<file path="src/rtl/isp_ctrl_regs_pkg.sv">
// Shared constants for the ISP control register block: UART command bytes,
// gamma select codes and the command FSM state encoding.
package isp_ctrl_pkg;

  localparam logic [7:0] CMD_MODE   = 8'h4D;  // 'M'
  localparam logic [7:0] CMD_GAMMA  = 8'h47;  // 'G'
  localparam logic [7:0] CMD_QUERY  = 8'h3F;  // '?'
  localparam logic [7:0] ASCII_ZERO = 8'h30;  // '0'

  localparam logic [1:0] GAMMA_1P8 = 2'd1;
  localparam logic [1:0] GAMMA_2P2 = 2'd2;
  localparam logic [1:0] GAMMA_2P4 = 2'd3;

  typedef enum logic [2:0] {
    ST_IDLE,
    ST_ARG_M,
    ST_ARG_G,
    ST_TX0,
    ST_TX1
  } cmd_state_e;

  function automatic logic [7:0] to_ascii(input logic [3:0] v);
    return ASCII_ZERO + {4'h0, v};
  endfunction

endpackage

</file>
<file path="src/rtl/isp_ctrl_regs_if.sv">
// UART byte link between the receiver/transmitter pair and the control block.
interface isp_ctrl_regs_if;
  logic       rx_valid;
  logic [7:0] rx_data;
  logic       tx_valid;
  logic [7:0] tx_data;
  logic       tx_ready;

  modport master (output rx_valid, output rx_data, output tx_ready,
                  input  tx_valid, input  tx_data);
  modport slave  (input  rx_valid, input  rx_data, input  tx_ready,
                  output tx_valid, output tx_data);
endinterface

</file>
<file path="src/rtl/isp_ctrl_regs_btn_debounce.sv">
// Push-button conditioning: 2-FF synchronizer, stability debouncer and a
// registered one-cycle press pulse on each 0->1 of the debounced level.
module btn_debounce #(
  parameter int DEBOUNCE_CYCLES = 1_000_000
) (
  input  logic clk50m,
  input  logic reset_n,
  input  logic button,
  output logic press
);

  localparam int CW = $clog2(DEBOUNCE_CYCLES + 1);

  logic          btn_p0;
  logic          btn_p1;
  logic          stable;
  logic [CW-1:0] cnt;

  // Synchronizer stages p0/p1, then the debounce counter on btn_p1
  always_ff @(posedge clk50m or negedge reset_n) begin
    if (!reset_n) begin
      btn_p0 <= 1'b0;
      btn_p1 <= 1'b0;
      stable <= 1'b0;
      cnt    <= '0;
      press  <= 1'b0;
    end else begin
      btn_p0 <= button;
      btn_p1 <= btn_p0;
      press  <= 1'b0;
      if (btn_p1 == stable) begin
        cnt <= '0;
      end else if (cnt == CW'(DEBOUNCE_CYCLES - 1)) begin
        cnt    <= '0;
        stable <= btn_p1;
        press  <= btn_p1;
      end else begin
        cnt <= cnt + CW'(1);
      end
    end
  end

endmodule

</file>
<file path="src/rtl/isp_ctrl_regs.sv">
// ISP display-mode / gamma control registers: UART command parser, button
// mode stepping, and vsync-aligned application of the pending settings.
module isp_ctrl_regs
  import isp_ctrl_pkg::*;
#(
  parameter int DEBOUNCE_CYCLES = 1_000_000,
  parameter int MODE_NUM        = 6,
  parameter int CMD_TIMEOUT     = 5_000_000
) (
  input  logic              clk50m,
  input  logic              reset_n,
  isp_ctrl_regs_if.slave    uart,
  input  logic              button,
  input  logic              frame_vsync,
  output logic [3:0]        isp_mode,
  output logic [1:0]        gamma_type,
  output logic              cmd_error
);

  localparam int         TW            = $clog2(CMD_TIMEOUT + 1);
  localparam logic [7:0] MODE_MAX_CHAR = ASCII_ZERO + 8'(MODE_NUM);

  cmd_state_e    state, state_nx;
  logic [3:0]    pend_mode;
  logic [1:0]    pend_gamma;
  logic [3:0]    snap_mode;
  logic [1:0]    snap_gamma;
  logic [TW-1:0] to_cnt;
  logic          vs_p0, vs_p1, vs_p2;
  logic          apply_strobe;
  logic          press;
  logic          err_nx;
  logic          mode_wr;
  logic          gamma_wr;
  logic          snap_ld;

  btn_debounce #(.DEBOUNCE_CYCLES(DEBOUNCE_CYCLES)) u_btn (
    .clk50m  (clk50m),
    .reset_n (reset_n),
    .button  (button),
    .press   (press)
  );

  // vsync synchronizer p0/p1; p2 holds the previous sample for edge detect
  always_ff @(posedge clk50m or negedge reset_n) begin
    if (!reset_n) begin
      vs_p0 <= 1'b0;
      vs_p1 <= 1'b0;
      vs_p2 <= 1'b0;
    end else begin
      vs_p0 <= frame_vsync;
      vs_p1 <= vs_p0;
      vs_p2 <= vs_p1;
    end
  end

  assign apply_strobe = vs_p1 & ~vs_p2;

  always_comb begin
    state_nx = state;
    err_nx   = 1'b0;
    mode_wr  = 1'b0;
    gamma_wr = 1'b0;
    snap_ld  = 1'b0;
    case (state)
      ST_IDLE: begin
        if (uart.rx_valid) begin
          case (uart.rx_data)
            CMD_MODE:  state_nx = ST_ARG_M;
            CMD_GAMMA: state_nx = ST_ARG_G;
            CMD_QUERY: begin
              state_nx = ST_TX0;
              snap_ld  = 1'b1;
            end
            default:   err_nx = 1'b1;
          endcase
        end
      end
      ST_ARG_M: begin
        if (uart.rx_valid) begin
          state_nx = ST_IDLE;
          if (uart.rx_data >= ASCII_ZERO && uart.rx_data <= MODE_MAX_CHAR) mode_wr = 1'b1;
          else err_nx = 1'b1;
        end else if (to_cnt == TW'(CMD_TIMEOUT - 1)) begin
          state_nx = ST_IDLE;
          err_nx   = 1'b1;
        end
      end
      ST_ARG_G: begin
        if (uart.rx_valid) begin
          state_nx = ST_IDLE;
          if (uart.rx_data >= (ASCII_ZERO + 8'd1) && uart.rx_data <= (ASCII_ZERO + 8'd3)) gamma_wr = 1'b1;
          else err_nx = 1'b1;
        end else if (to_cnt == TW'(CMD_TIMEOUT - 1)) begin
          state_nx = ST_IDLE;
          err_nx   = 1'b1;
        end
      end
      ST_TX0: begin
        err_nx = uart.rx_valid;
        if (uart.tx_ready) state_nx = ST_TX1;
      end
      ST_TX1: begin
        err_nx = uart.rx_valid;
        if (uart.tx_ready) state_nx = ST_IDLE;
      end
      default: state_nx = ST_IDLE;
    endcase
  end

  always_ff @(posedge clk50m or negedge reset_n) begin
    if (!reset_n) begin
      state      <= ST_IDLE;
      to_cnt     <= '0;
      cmd_error  <= 1'b0;
      snap_mode  <= 4'd0;
      snap_gamma <= 2'd0;
    end else begin
      state     <= state_nx;
      cmd_error <= err_nx;
      // Timeout only runs while parked in an argument state
      if ((state == ST_ARG_M || state == ST_ARG_G) && state_nx == state) to_cnt <= to_cnt + TW'(1);
      else to_cnt <= '0;
      // Response bytes are frozen at the query so a press cannot alter them mid-handshake
      if (snap_ld) begin
        snap_mode  <= pend_mode;
        snap_gamma <= pend_gamma;
      end
    end
  end

  // Argument digits are range-checked above, so the low bits equal byte - '0'
  always_ff @(posedge clk50m or negedge reset_n) begin
    if (!reset_n) begin
      pend_mode  <= 4'd0;
      pend_gamma <= GAMMA_2P2;
      isp_mode   <= 4'd0;
      gamma_type <= GAMMA_2P2;
    end else begin
      if (mode_wr) pend_mode <= uart.rx_data[3:0];
      else if (press) pend_mode <= (pend_mode == 4'(MODE_NUM)) ? 4'd0 : pend_mode + 4'd1;
      if (gamma_wr) pend_gamma <= uart.rx_data[1:0];
      if (apply_strobe) begin
        isp_mode   <= pend_mode;
        gamma_type <= pend_gamma;
      end
    end
  end

  assign uart.tx_valid = (state == ST_TX0) || (state == ST_TX1);
  assign uart.tx_data  = (state == ST_TX0) ? to_ascii(snap_mode) :
                         (state == ST_TX1) ? to_ascii({2'b00, snap_gamma}) : 8'h00;

endmodule

</file>
<file path="src/flat_wrapper.sv">
// flat-port wrapper written by rule: the top's interface ports become plain ports
module isp_ctrl_regs_flat import isp_ctrl_pkg::*;
#(
  parameter int DEBOUNCE_CYCLES = 1_000_000,
  parameter int MODE_NUM        = 6,
  parameter int CMD_TIMEOUT     = 5_000_000
)
  (clk50m, reset_n, button, frame_vsync, isp_mode, gamma_type, cmd_error, uart_rx_valid, uart_rx_data, uart_tx_ready, uart_tx_valid, uart_tx_data);
  isp_ctrl_regs_if uart_i ();
  input  logic clk50m;
  input  logic reset_n;
  input  logic button;
  input  logic frame_vsync;
  output logic [3:0] isp_mode;
  output logic [1:0] gamma_type;
  output logic cmd_error;
  input wire logic [$bits(uart_i.rx_valid)-1:0] uart_rx_valid;
  input wire logic [$bits(uart_i.rx_data)-1:0] uart_rx_data;
  input wire logic [$bits(uart_i.tx_ready)-1:0] uart_tx_ready;
  output wire logic [$bits(uart_i.tx_valid)-1:0] uart_tx_valid;
  output wire logic [$bits(uart_i.tx_data)-1:0] uart_tx_data;
  assign uart_i.rx_valid = uart_rx_valid;
  assign uart_i.rx_data = uart_rx_data;
  assign uart_i.tx_ready = uart_tx_ready;
  assign uart_tx_valid = uart_i.tx_valid;
  assign uart_tx_data = uart_i.tx_data;
  isp_ctrl_regs #(.DEBOUNCE_CYCLES(DEBOUNCE_CYCLES), .MODE_NUM(MODE_NUM), .CMD_TIMEOUT(CMD_TIMEOUT)) u_core (.clk50m(clk50m), .reset_n(reset_n), .uart(uart_i), .button(button), .frame_vsync(frame_vsync), .isp_mode(isp_mode), .gamma_type(gamma_type), .cmd_error(cmd_error));
endmodule
</file>
<file path="config.mk">
export PLATFORM = sky130hd
export DESIGN_NAME = isp_ctrl_regs_flat
export DESIGN_NICKNAME = d
export VERILOG_FILES = /design/src/rtl/isp_ctrl_regs_pkg.sv /design/src/rtl/isp_ctrl_regs_if.sv /design/src/rtl/isp_ctrl_regs_btn_debounce.sv /design/src/rtl/isp_ctrl_regs.sv /design/src/flat_wrapper.sv
export SDC_FILE = /design/constraint.sdc
export NUM_CORES = 1
export LEC_CHECK = 0
export ABC_AREA = 1
export BUFFER_PORTS_ARGS = -buffer_cell sky130_fd_sc_hd__buf_2
export CORE_ASPECT_RATIO = 1.5
export CORE_UTILIZATION = 45
export CTS_CLUSTER_DIAMETER = 120
export DETAILED_ROUTE_END_ITERATION = 16
export SLEW_MARGIN = 10
export SYNTH_ARGS = -nofsm -noshare
export SYNTH_HDL_FRONTEND = slang
export SYNTH_SLANG_ARGS = --single-unit
</file>
<file path="constraint.sdc">
create_clock -name clk50m -period 2.4 [get_ports clk50m]
set_clock_uncertainty 0.05 [all_clocks]
set_input_delay 0.6 -clock clk50m [delete_from_list [all_inputs] [get_ports clk50m]]
set_output_delay 0.6 -clock clk50m [all_outputs]
set_load 0.005 [all_outputs]
</file>
# Word-level counts from Yosys, hierarchy flattened
# Cells that the tools add are included.
dict set report totals {
  ramBits 0
  out_inout_bits 16
  memories 0
  latchBits 0
  romBits 0
  register_bits 72
  word_cells 86
}
dict set report classes {
  n_bitwise 3
  n_reduce_logical 11
  order_cmp 4
  eq_ne 12
  n_shift 0
  muxes 34
  mul 0
  div 0
  n_addsub 5
}
# op n
set ops {}
lappend ops {{2-to-1 mux 20 bit} 2}
lappend ops {{adder 23 x 1 -> 23 bit, second input constant} 1}
lappend ops {{== test 23 bit, second input constant} 1}
lappend ops {{2-to-1 mux 23 bit} 1}
lappend ops {{adder 20 x 1 -> 20 bit, second input constant} 1}
lappend ops {{== test 20 bit, second input constant} 1}
lappend ops {{2-to-1 mux 1 bit} 18}
lappend ops {{== test 8 x 7 -> 1 bit, second input constant} 2}
lappend ops {{>= comparator 8 x 6 -> 1 bit, second input constant} 2}
lappend ops {{less-or-equal comparator 8 x 6 -> 1 bit, second input constant} 2}
lappend ops {{2-to-1 mux 8 bit} 2}
lappend ops {{2-to-1 mux 3 bit} 5}
lappend ops {{2-to-1 mux 4 bit} 3}
lappend ops {{case mux 3 bit (4 select lines)} 1}
lappend ops {{case mux 3 bit (3 select lines)} 1}
lappend ops {{== test 8 x 6 -> 1 bit, second input constant} 1}
lappend ops {{adder 6 x 2 -> 7 bit, first input constant} 1}
lappend ops {{adder 6 x 4 -> 7 bit, first input constant} 1}
lappend ops {{== test 3 x 2 -> 1 bit, second input constant} 2}
lappend ops {{adder 4 x 1 -> 4 bit, second input constant} 1}
lappend ops {{== test 4 x 3 -> 1 bit, second input constant} 1}
lappend ops {{case mux 1 bit (4 select lines)} 1}
lappend ops {{OR reduction 2 bit} 2}
lappend ops {{== test 3 x 1 -> 1 bit, second input constant} 1}
lappend ops {{11 further kinds} 15}

# Longest topological paths before layout
# Gate-level depths: netlist (run 1).
dict set report logic_depth {
  word_depth 7
  mapped_depth 13
}

# Cells and area by module
# Synthesis (run 1) repeated with hierarchy kept, for this count alone.
dict set report hier_totals {
  cells_unflattened 524
  hier_area_um2 4271.6
}
# mod cells_each seq_area_each_um2 instances area_per_inst_um2
set by_module_without_submodules {}
lappend by_module_without_submodules {isp_ctrl_regs 357 1203.7 1 2876.5}
lappend by_module_without_submodules {btn_debounce 167 600.6 1 1395.1}

# Least setup slack after synthesis (run 1)
# No wires, ideal clock.
dict set report synth_path {
  path_type {register -> register}
  from {reg u_core.to_cnt[0]}
  to {reg u_core.to_cnt[20]}
  path_buffers 0
  path_stages_with_launch 10
  path_slack_ps 579
  arrival_time_ps 1651
  setup_ps 120
  path_cell_list {dfrtp_1 ha_1 nand3_1 nor3_2 nand3_1 nor2_1 nand2_1 nor2_1 xor2_1 nor2_1}
}
dict set report synth_via {
  elab_chain_len 7
}
# element line_no
set synth_lines {}
lappend synth_lines {{start: declaration} isp_ctrl_regs.sv:28} ;# logic [TW-1:0] to_cnt;
lappend synth_lines {{start signal: assignment} isp_ctrl_regs.sv:122} ;# if ((state == ST_ARG_M || state == ST_ARG_G) && state_nx == state) to_cnt <= to_cnt + TW'(1);
lappend synth_lines {{== test 23 bit} {isp_ctrl_regs.sv:84, isp_ctrl_regs.sv:94}}
lappend synth_lines {{2-to-1 mux 3 bit} {isp_ctrl_regs.sv:84, isp_ctrl_regs.sv:94}}
lappend synth_lines {{2-to-1 mux 3 bit} isp_ctrl_regs.sv:80} ;# if (uart.rx_valid) begin
lappend synth_lines {{case mux 3 bit (4 select lines)} isp_ctrl_regs.sv:65} ;# case (state)
lappend synth_lines {{== test 3 bit} isp_ctrl_regs.sv:122}
lappend synth_lines {{logical AND 1 bit} isp_ctrl_regs.sv:122}
lappend synth_lines {{2-to-1 mux 23 bit (*)} isp_ctrl_regs.sv:122}
# Every way passes the cells marked *; elsewhere a longest branch is shown, timed or not.
# A chain may end at the register's enable or synchronous reset.

# Worst setup path after layout (run 1)
dict set report layout_path {
  from {reg u_core.state[2]}
  to {out uart_tx_data[2]}
}
dict set report layout_via {
  elab_chain_len 3
}
# element line_no
set layout_lines {}
lappend layout_lines {{start: declaration} isp_ctrl_regs.sv:23} ;# cmd_state_e state, state_nx;
lappend layout_lines {{start signal: assignment} isp_ctrl_regs.sv:119} ;# state <= state_nx;
lappend layout_lines {{== test 3 bit} isp_ctrl_regs.sv:152} ;# (state == ST_TX1) ? to_ascii({2'b00, snap_gamma}) : 8'h00;
lappend layout_lines {{2-to-1 mux 8 bit} isp_ctrl_regs.sv:152}
lappend layout_lines {{2-to-1 mux 8 bit (*)} isp_ctrl_regs.sv:151} ;# assign uart.tx_data = (state == ST_TX0) ? to_ascii(snap_mode) :
lappend layout_lines {{end: declaration} flat_wrapper.sv:21} ;# output wire logic [$bits(uart_i.tx_data)-1:0] uart_tx_data;
# Marks and branches as above.

==> out/metrics.yaml, run 1 <==
syn_avg_cell_area_um2: 7.85
yosys_warnings: 0
drt-pass1-iter-count: 4
ys_types: 34
crit_buf_inv: 2
cpMaxStageDelayCell: "dfrtp_1"
die_w_um: 76.4
die_height_um: 114
layout_commonest_cell: "nand2_1"
drive_above_1_share_pct: 11.8
groute.usage.overall_pct: 19.0
slew_viol_final: 0
hpwlAfterDp_um: 5420
synth.cell_area_mm2: 0.00374
grt_pass1_wl_um: 12900
total_leakage_power_nw: 1.97
die_area_mm2: 0.00868
path_cells: "nor3_4 -> inv_2 -> nor2_1 -> buf_2"
drv_cap: 0
post-place-ws_ns: 0.273
cts_tree: "done"
synth_top_family_by_area: "simple AND/OR/NAND/NOR gates"
cts_buffers: 9
combPwrFrac_pct: 7.0
vias: 3053
n_antenna_cell: 0
syn_to_final_growth_pct: 15.8
finalWirelength_um: 7320
outcome: "completed"
cp.required_ns: 1.75
ys_top_cells_by_area: "dfrtp_1, nand2_1, nor2_1"
core-area_mm2: 0.00801
antenna_found_initial: 0
h-tree-depth: 3
regArea_mm2: 0.00180
ys_seq_elements: 72
postLayoutCoreUtil_pct: 54.0
insertion_delay_ns: 0.33
rsz0062_at_grt: "no"
power_switching_mw: 0.668
multi_input_area_mm2: 0.00163
synth_mux_area_share_pct: 0
yosysSeqAreaShare_pct: 48.3
cp_max_fo: 9
synth-xor-area-share_pct: 6.33
fmax_mhz: 467
initial_core_util_pct: 46.7
p_int_mw: 2.22
row_count: 40
hold_viol: 0
ys.flop_type: "dfrtp_1"
slowest_delay_ns: 0.50
routed_via_density: 4.90
grt_max_degree: 73
power_density_mw_per_mm2: 667
peakVddDrop_mv: 0.394
synth_top_area_share_pct: 46.9
drc: 0
start_kind: "flop"
synth-compound-area-share_pct: 6.63
setup_tns_ns: 0
yosysTopAreaCell: "dfrtp_1"
clock-sinks: 72
cts_resized: 0
port_buffers: 27
cp-end-kind: "output port"
post-route-period-util_pct: 89.3
io_pins: 30
wire_per_inst_um: 11.8
power.share.clock_pct: 49.4
nNetsFinal: 529
synthCells: 476
drt_iter0_markers: 144
clkTransAtPathRegs_ns: 0.06
synth_edf_count: 0
worstPathArrival_ns: 1.49
p_sw_share_pct: 23.2
finalCriticalPeriod_ns: 2.14
clock_path_buffers: 2
postCtsSetupRepairBufs: 0
holdBufCountCts: 0
cp_top_family: "flip-flops"
fin_ws_ns: 0.257
first_global_vias: 2877
async_flop_share_pct: 100
critPathKind: "reg2out"
cts-root-buf: "clkbuf_16"
place_congestion: 0.800
seqPwrFrac_pct: 43.7
grt_overflow: 0
synthAdderAreaFrac_pct: 0.670
drtAntennaViolNets: 0
min_path_type: "in2async"
fill_cells: 787
final_cell_mix: "nand2_1, nor2_1, dfrtp_1, inv_1, nand3_1"
setup_viol: 0
synth_simple_gate_area_share_pct: 29.7
[layer usage]
layer	global-route usage [%]	wire, um
met2	33.0	3770
met1	22.8	3240
met5	0	0
met4	9.62	173
met3	3.20	145
[cells in the mapped netlist (4+ instances only)]
cell type and instances:
nand2_1 103, nor2_1 81, dfrtp_1 70, inv_1 65, nand3_1 34, o21ai_0 23
nor3_1 20, xor2_1 19, a21oi_1 10, xnor2_1 8, nand4_1 7, nor4_1 4
[stage by stage]
step	hold WS [ns]	power, mW	area, um2	instances
after floorplan	0.254	1.41	3740	477
after global placement	0.282	1.48	4010	607
after detailed placement	0.287	1.49	4010	607
after CTS	0.263	2.92	4330	623
after global routing	0.291	3.00	4330	623
final	0.240	2.88	4330	623
[kinds of logic (layout without fill, tap and decap cells)]
kind of cell	count (synthesis)	in the layout
other cells	1	2
compound gates	42	42
xor+xnor	27	27
fa+ha+maj	2	2
flops	72	72
buf+inv	75	116
simple gates	257	257
[worst paths after layout]
check                               startpoint              endpoint  slack, ns  depth (start not counted)
max                            u_core.state[2]       uart_tx_data[2]       0.26                          4
min                                    reset_n     u_core.to_cnt[20]       0.24                          2
max in group asynchronous              reset_n  u_core.gamma_type[1]       1.71                          2
min reg2reg                u_core.u_btn.btn_p0   u_core.u_btn.btn_p1       0.30                          0
max reg2reg                    u_core.state[1]  u_core.snap_gamma[1]       0.41                          7
min in group clk50m        u_core.u_btn.btn_p0   u_core.u_btn.btn_p1       0.30                          0
[final cells by class]
cell class / count / area share [%]
Inverter: 67 / 5.81
Clock buffer: 9 / 5.21
Tap cell: 105 / 3.04
Multi-Input combinational cell: 330 / 37.6
Timing Repair Buffer: 33 / 4.45
Sequential cell: 72 / 41.7
Clock inverter: 7 / 2.20
[state kept, by name, summed over array words and instances, names as in the netlist, 2 cells and up]
signal / cells
u_core.to_cnt: 23
u_core.u_btn.cnt: 20
u_core.isp_mode: 4
u_core.pend_mode: 4
u_core.snap_mode: 4
u_core.state: 3
u_core.gamma_type: 2
u_core.pend_gamma: 2
u_core.snap_gamma: 2
[power groups by stage]
stage | clock network (mW) | logic [mW] | registers [mW]
2_1_floorplan | 0 | 0.132 | 1.28
3_3_place_gp | 0 | 0.203 | 1.28
3_5_place_dp | 0 | 0.204 | 1.28
4_1_cts | 1.46 | 0.206 | 1.26
5_1_grt | 1.50 | 0.233 | 1.26
6_report | 1.42 | 0.201 | 1.26
Note: power is estimated with default switching activity, not from simulation.
==> inputs of run 2 (changes only) <==
Settings changed: SYNTH_HIERARCHICAL from default to 1.
==> run 2 against run 1 <==
Against the previous run:
- hold slack got worse by 0.11 ns
- final cell count rose by 7.9%
- utilization is 1.9 points lower
- sequential power about the same
- sequential cell count unchanged
- die area rose by 14%
- combinational power shrank 34%
- first-iteration DRC count is 25% higher
- synthesized cell count is 10% higher
- critical path depth is 2 higher
- global-route usage increased by 1.6 points
==> out/metrics.yaml, run 2 <==
total_leakage_power_nw: 2.25  # +14%
routed_via_density: 5.04  # +2.9%
reg2reg_depth: 10  # +3
fill_cells: 914  # +16%
nNetsFinal: 571  # +7.9%
slew_viol_final: 0  # unchanged
cp.required_ns: 1.75  # about the same
ys_top_cells_by_area: "dfrtp_1, nand2_1, nor2_1"
grt_max_degree: 47  # -36%
async_flop_share_pct: 100  # unchanged
port_buffers: 27  # unchanged
synth.most_common_cell: "nand2_1"
drt_iter0_markers: 180  # +25%
synthCells: 524  # +10%
power_density_mw_per_mm2: 597  # -10%
final_cell_mix: "nand2_1, nor2_1, dfrtp_1, inv_1, buf_2"
fmax_mhz: 459  # -1.7%
yosysTopAreaCell: "dfrtp_1"
initial_core_util_pct: 46.2  # -0.50 points
peakVddDrop_mv: 0.416  # +5.6%
reg2reg_to: "u_core/to_cnt[22]"
rsz0062_at_grt: "no"
synth_top_area_share_pct: 41.0  # -5.9 points
crit_buf_inv: 3  # +1
post-route-period-util_pct: 90.8  # +1.5 points
largest_registers: "u_core/to_cnt: 23 flops, u_core/u_btn/cnt: 20 flops"
hold_viol: 0  # unchanged
reg2reg_slack_ns: 0.42  # about the same
die_area_mm2: 0.00989  # +14%
path_cells: "inv_1 -> nand2_1 -> nor2_1 -> nor2_1 -> inv_1 -> buf_2"
row_count: 43  # +7.5%
ys_types: 37  # +8.8%
h-tree-depth: 3  # unchanged
synth_edf_count: 0  # unchanged
die_height_um: 121  # +6.8%
finalWirelength_um: 9050  # +24%
worstReg2RegStart: "u_core/to_cnt[0]"
min_path_type: "in2async"
start_kind: "flop"
first_global_vias: 3345  # +16%
grt_pass1_wl_um: 15300  # +18%
cp_max_fo: 4  # -5
cp_top_family: "flip-flops"
grt_overflow: 0  # unchanged
critPathKind: "reg2out"
cts-root-buf: "clkbuf_16"
hold_ws_ns: 0.128  # -0.112 ns
drive_above_1_share_pct: 22.0  # +10 points
groute.usage.overall_pct: 20.6  # +1.6 points
synthTopCellsByCount: "nand2_1, nor2_1, dfrtp_1"
slowest_delay_ns: 0.45  # -0.05 ns
wire_per_inst_um: 13.5  # +15%
cts_resized: 0  # unchanged
finalCriticalPeriod_ns: 2.18  # +0.0361 ns
drc: 0  # unchanged
cpMaxStageDelayCell: "dfrtp_1"
clock_path_buffers: 2  # unchanged
antenna_found_initial: 0  # unchanged
setup_viol: 0  # unchanged
postLayoutCoreUtil_pct: 52.2  # -1.9 points
drt-pass1-iter-count: 4  # unchanged
n_antenna_cell: 0  # unchanged
syn_to_final_growth_pct: 13.0
io_pins: 30  # unchanged
hpwlAfterDp_um: 6800  # +25%
syn_avg_cell_area_um2: 8.15  # +3.9%
holdBufCountCts: 0  # unchanged
largest_reg_flops: 23  # unchanged
cts_buffers: 9  # unchanged
yosys_warnings: 6  # +6
ys_seq_elements: 72  # unchanged
yosysSeqAreaShare_pct: 42.2  # -6.1 points
synth.cell_area_mm2: 0.00427  # +14%
largest-register: "u_core/to_cnt"
tightest_slew_ns: 0.518
cp-end-kind: "output port"
slew_headroom_pct: 65.1
postCtsSetupRepairBufs: 0  # unchanged
insertion_delay_ns: 0.33  # about the same
place_congestion: 0.906  # +13%
cts_tree: "done"
core-area_mm2: 0.00925  # +16%
setup_tns_ns: 0  # unchanged
worstPathArrival_ns: 1.53  # +0.04 ns
vias: 3387  # +11%
layout_commonest_cell: "nand2_1"
drtAntennaViolNets: 0  # unchanged
outcome: "completed"
ys.flop_type: "dfrtp_1"
drv_cap: 0  # unchanged
die_w_um: 81.6  # +6.7%
clock-sinks: 72  # unchanged
clkTransAtPathRegs_ns: 0.06  # about the same
==> run 2: layer usage <==
layer	wire (um)	share of wire, %	track usage, %
met1	3640	40	23.4
met2	4970	55	36.9
met3	294	3.3	3.91
met4	137	1.5	8.26
met5	0	0	0
==> run 2: final cells by class <==
type	instances	area, um2	area share [%]
Multi-Input combinational cell	377	2140	44.3
Sequential cell	72	1800	37.4
Inverter	67	251	5.21
Clock buffer	9	225	4.67
Timing Repair Buffer	28	158	3.27
Tap cell	112	140	2.90
Clock inverter	7	111	2.31
==> run 2: power by group <==
group          total (mW)  internal [mW]  switching [mW]
clock network        1.50          0.937           0.566
registers            1.25           1.24          0.0129
logic               0.132         0.0427          0.0890
==> run 2: through the flow <==
stage                     cells  setup slack (ns)  total power, mW  area [um2]
after floorplan             525             0.724             1.34        4280
after global placement      656             0.289             1.40        4490
after detailed placement    656             0.216             1.41        4490
after CTS                   672             0.224             2.93        4830
after global routing        672             0.110             3.00        4830
final                       672             0.221             2.88        4830
==> run 2: worst register-to-register path: stages (launching register included) <==
cell and delay (ns):
dfrtp_1 0.42, ha_1 0.22, nand2_2 0.08, nor2_4 0.13, nand2_4 0.08, nor2_8 0.15
nand3_4 0.12, nand2_2 0.09, nand3_2 0.08, nand2_4 0.33, nor3_1 0.11
==> run 2: worst max-delay path by stage <==
stage	startpoint	to	slack (ns)	cells after the start
after floorplan	u_core/to_cnt[0]	u_core/to_cnt[12]	0.72	11
after global placement	uart_rx_data[6]	u_core/to_cnt[1]	0.29	10
after detailed placement	uart_rx_data[4]	u_core/to_cnt[22]	0.22	11
after CTS	u_core/state[0]	uart_tx_data[4]	0.22	6
after global routing	u_core/state[0]	uart_tx_data[4]	0.11	6
final	u_core/state[0]	uart_tx_data[4]	0.22	6
==> run 2: kinds of logic (layout without fill, tap and decap cells) <==
family                   Yosys count  count (layout)  share of synthesized area (%)
AND/OR/NAND/NOR                  307             307                           38.2
XOR/XNOR                          30              30                           6.33
AO/OA/AOI/OAI                     36              36                           4.72
flip-flops                        72              72                           42.2
other                              1               2                         0.0878
buffers and inverters             76             111                           7.82
adder cells (fa/ha/maj)            2               2                          0.586
==> inputs of run 3 (changes only) <==
Settings changed: MAX_ROUTING_LAYER from default to met4.
==> run 3 against run 2 <==
Against the previous run:
- sequential power about the same
- sequential share of layout area unchanged
- maximum frequency about the same
- critical path type unchanged
- hold slack better by 0.00055 ns
- critical endpoint unchanged
==> out/metrics.yaml, run 3 (synthesis gave the netlist of run 2 again) <==
tightest_slew_ns: 0.500  # -0.0184 ns
die_height_um: 121  # unchanged
h-tree-depth: 3  # unchanged
cts_resized: 0  # unchanged
core-area_mm2: 0.00925  # unchanged
drc: 0  # unchanged
rsz0062_at_grt: "no"
wire_per_inst_um: 13.4  # -0.24%
critPathKind: "reg2out"
cts-root-buf: "clkbuf_16"
slew_viol_final: 0  # unchanged
setup_viol: 0  # unchanged
cts_tree: "done"
largest_reg_flops: 23  # unchanged
cts_buffers: 9  # unchanged
cp-end-kind: "output port"
largest-register: "u_core/to_cnt"
nNetsFinal: 571  # unchanged
clock-sinks: 72  # unchanged
fill_cells: 914  # unchanged
reg2reg_depth: 10  # unchanged
drv_cap: 0  # unchanged
routed_via_density: 5.02  # -0.47%
vias: 3371  # -0.47%
largest_registers: "u_core/to_cnt: 23 flops, u_core/u_btn/cnt: 20 flops"
peakVddDrop_mv: 0.417  # about the same
hold_ws_ns: 0.128  # +0.000548 ns
port_buffers: 27  # unchanged
grt_max_degree: 47  # unchanged
total_leakage_power_nw: 2.25  # unchanged
holdBufCountCts: 0  # unchanged
syn_to_final_growth_pct: 13.0  # unchanged
start_kind: "flop"
die_w_um: 81.6  # unchanged
insertion_delay_ns: 0.33  # about the same
cp_max_fo: 4  # unchanged
drtAntennaViolNets: 0  # unchanged
grt_overflow: 0  # unchanged
place_congestion: 0.922  # +1.7%
first_global_vias: 3352  # +0.21%
slew_headroom_pct: 66.4  # +1.2 points
row_count: 43  # unchanged
layout_commonest_cell: "nand2_1"
fmax_mhz: 459  # about the same
final_cell_area_mm2: 0.00483  # unchanged
initial_core_util_pct: 46.2  # unchanged
clock_path_buffers: 2  # unchanged
drt-pass1-iter-count: 4  # unchanged
reg2reg_slack_ns: 0.42  # about the same
drive_above_1_share_pct: 22.0  # unchanged
outcome: "completed"
n_antenna_cell: 0  # unchanged
worstPathArrival_ns: 1.53  # about the same
worstReg2RegStart: "u_core/to_cnt[0]"
groute.usage.overall_pct: 21.2  # +0.56 points
reg2reg_to: "u_core/to_cnt[22]"
final_cell_mix: "nand2_1, nor2_1, dfrtp_1, inv_1, buf_2"
min_path_type: "in2async"
postLayoutCoreUtil_pct: 52.2  # unchanged
place_area_mm2: 0.00449  # unchanged
antenna_found_initial: 0  # unchanged
hpwlAfterDp_um: 6800  # unchanged
drt_iter0_markers: 168  # -6.7%
grt_pass1_wl_um: 15300  # about the same
post-route-period-util_pct: 90.8  # about the same
cp.required_ns: 1.75  # about the same
hold_viol: 0  # unchanged
clkTransAtPathRegs_ns: 0.06  # about the same
power_density_mw_per_mm2: 597  # about the same
die_area_mm2: 0.00989  # unchanged
finalCriticalPeriod_ns: 2.18  # +0.000722 ns
postCtsSetupRepairBufs: 0  # unchanged
crit_path_end: "uart_tx_data[4]"
finalWirelength_um: 9020  # -0.24%
setup_tns_ns: 0  # unchanged
io_pins: 30  # unchanged
critPathLaunch: "u_core/state[0]"
-- run 3: cell counts in the layout (fill, tap and decap cells not counted) --
Identical to the previous run, type by type.
-- run 3: how the worst min path moves through the flow --
stage               slack (ns)                   to                 from
finish                    0.13    u_core/to_cnt[13]              reset_n
global route              0.15    u_core/to_cnt[21]              reset_n
CTS                       0.13    u_core/to_cnt[21]              reset_n
detailed placement        0.29  u_core/u_btn/btn_p1  u_core/u_btn/btn_p0
global placement          0.28  u_core/u_btn/btn_p1  u_core/u_btn/btn_p0
floorplan                 0.25     u_core/cmd_error              reset_n
-- run 3: critical path, cell delays in order (launching register included) --
cell	delay, ns
dfrtp_1	0.45
inv_1	0.13
nand2_1	0.08
nor2_1	0.22
nor2_1	0.13
inv_1	0.08
buf_2	0.11
-- run 3: where the power goes --
part,internal [mW],switching [mW]
registers,1.24,0.0129
clock network,0.937,0.565
logic,0.0427,0.0892
-- run 3: routing by layer --
layer	track usage [%]	wire [um]	vias to the layer above
li1	-	-	1708
met1	23.4	3700	1599
met2	36.9	4940	51
met3	3.91	243	13
met4	8.26	142	0
met5	-	0	-
-- run 3: metrics by stage --
stage	cells	setup WS, ns	power [mW]
after floorplan	525	0.724	1.34
after global placement	656	0.289	1.40
after detailed placement	656	0.216	1.41
after CTS	672	0.224	2.93
after global routing	672	0.110	3.00
final	672	0.220	2.88
-- run 3: cell type report --
class / instances / area (um2) / area share (%)
multi-input combinational: 377 / 2140 / 44.3
sequential: 72 / 1800 / 37.4
inverter: 67 / 251 / 5.21
clock buffer: 9 / 225 / 4.67
timing repair buffer: 28 / 158 / 3.27
tap: 112 / 140 / 2.90
clock inverter: 7 / 111 / 2.31
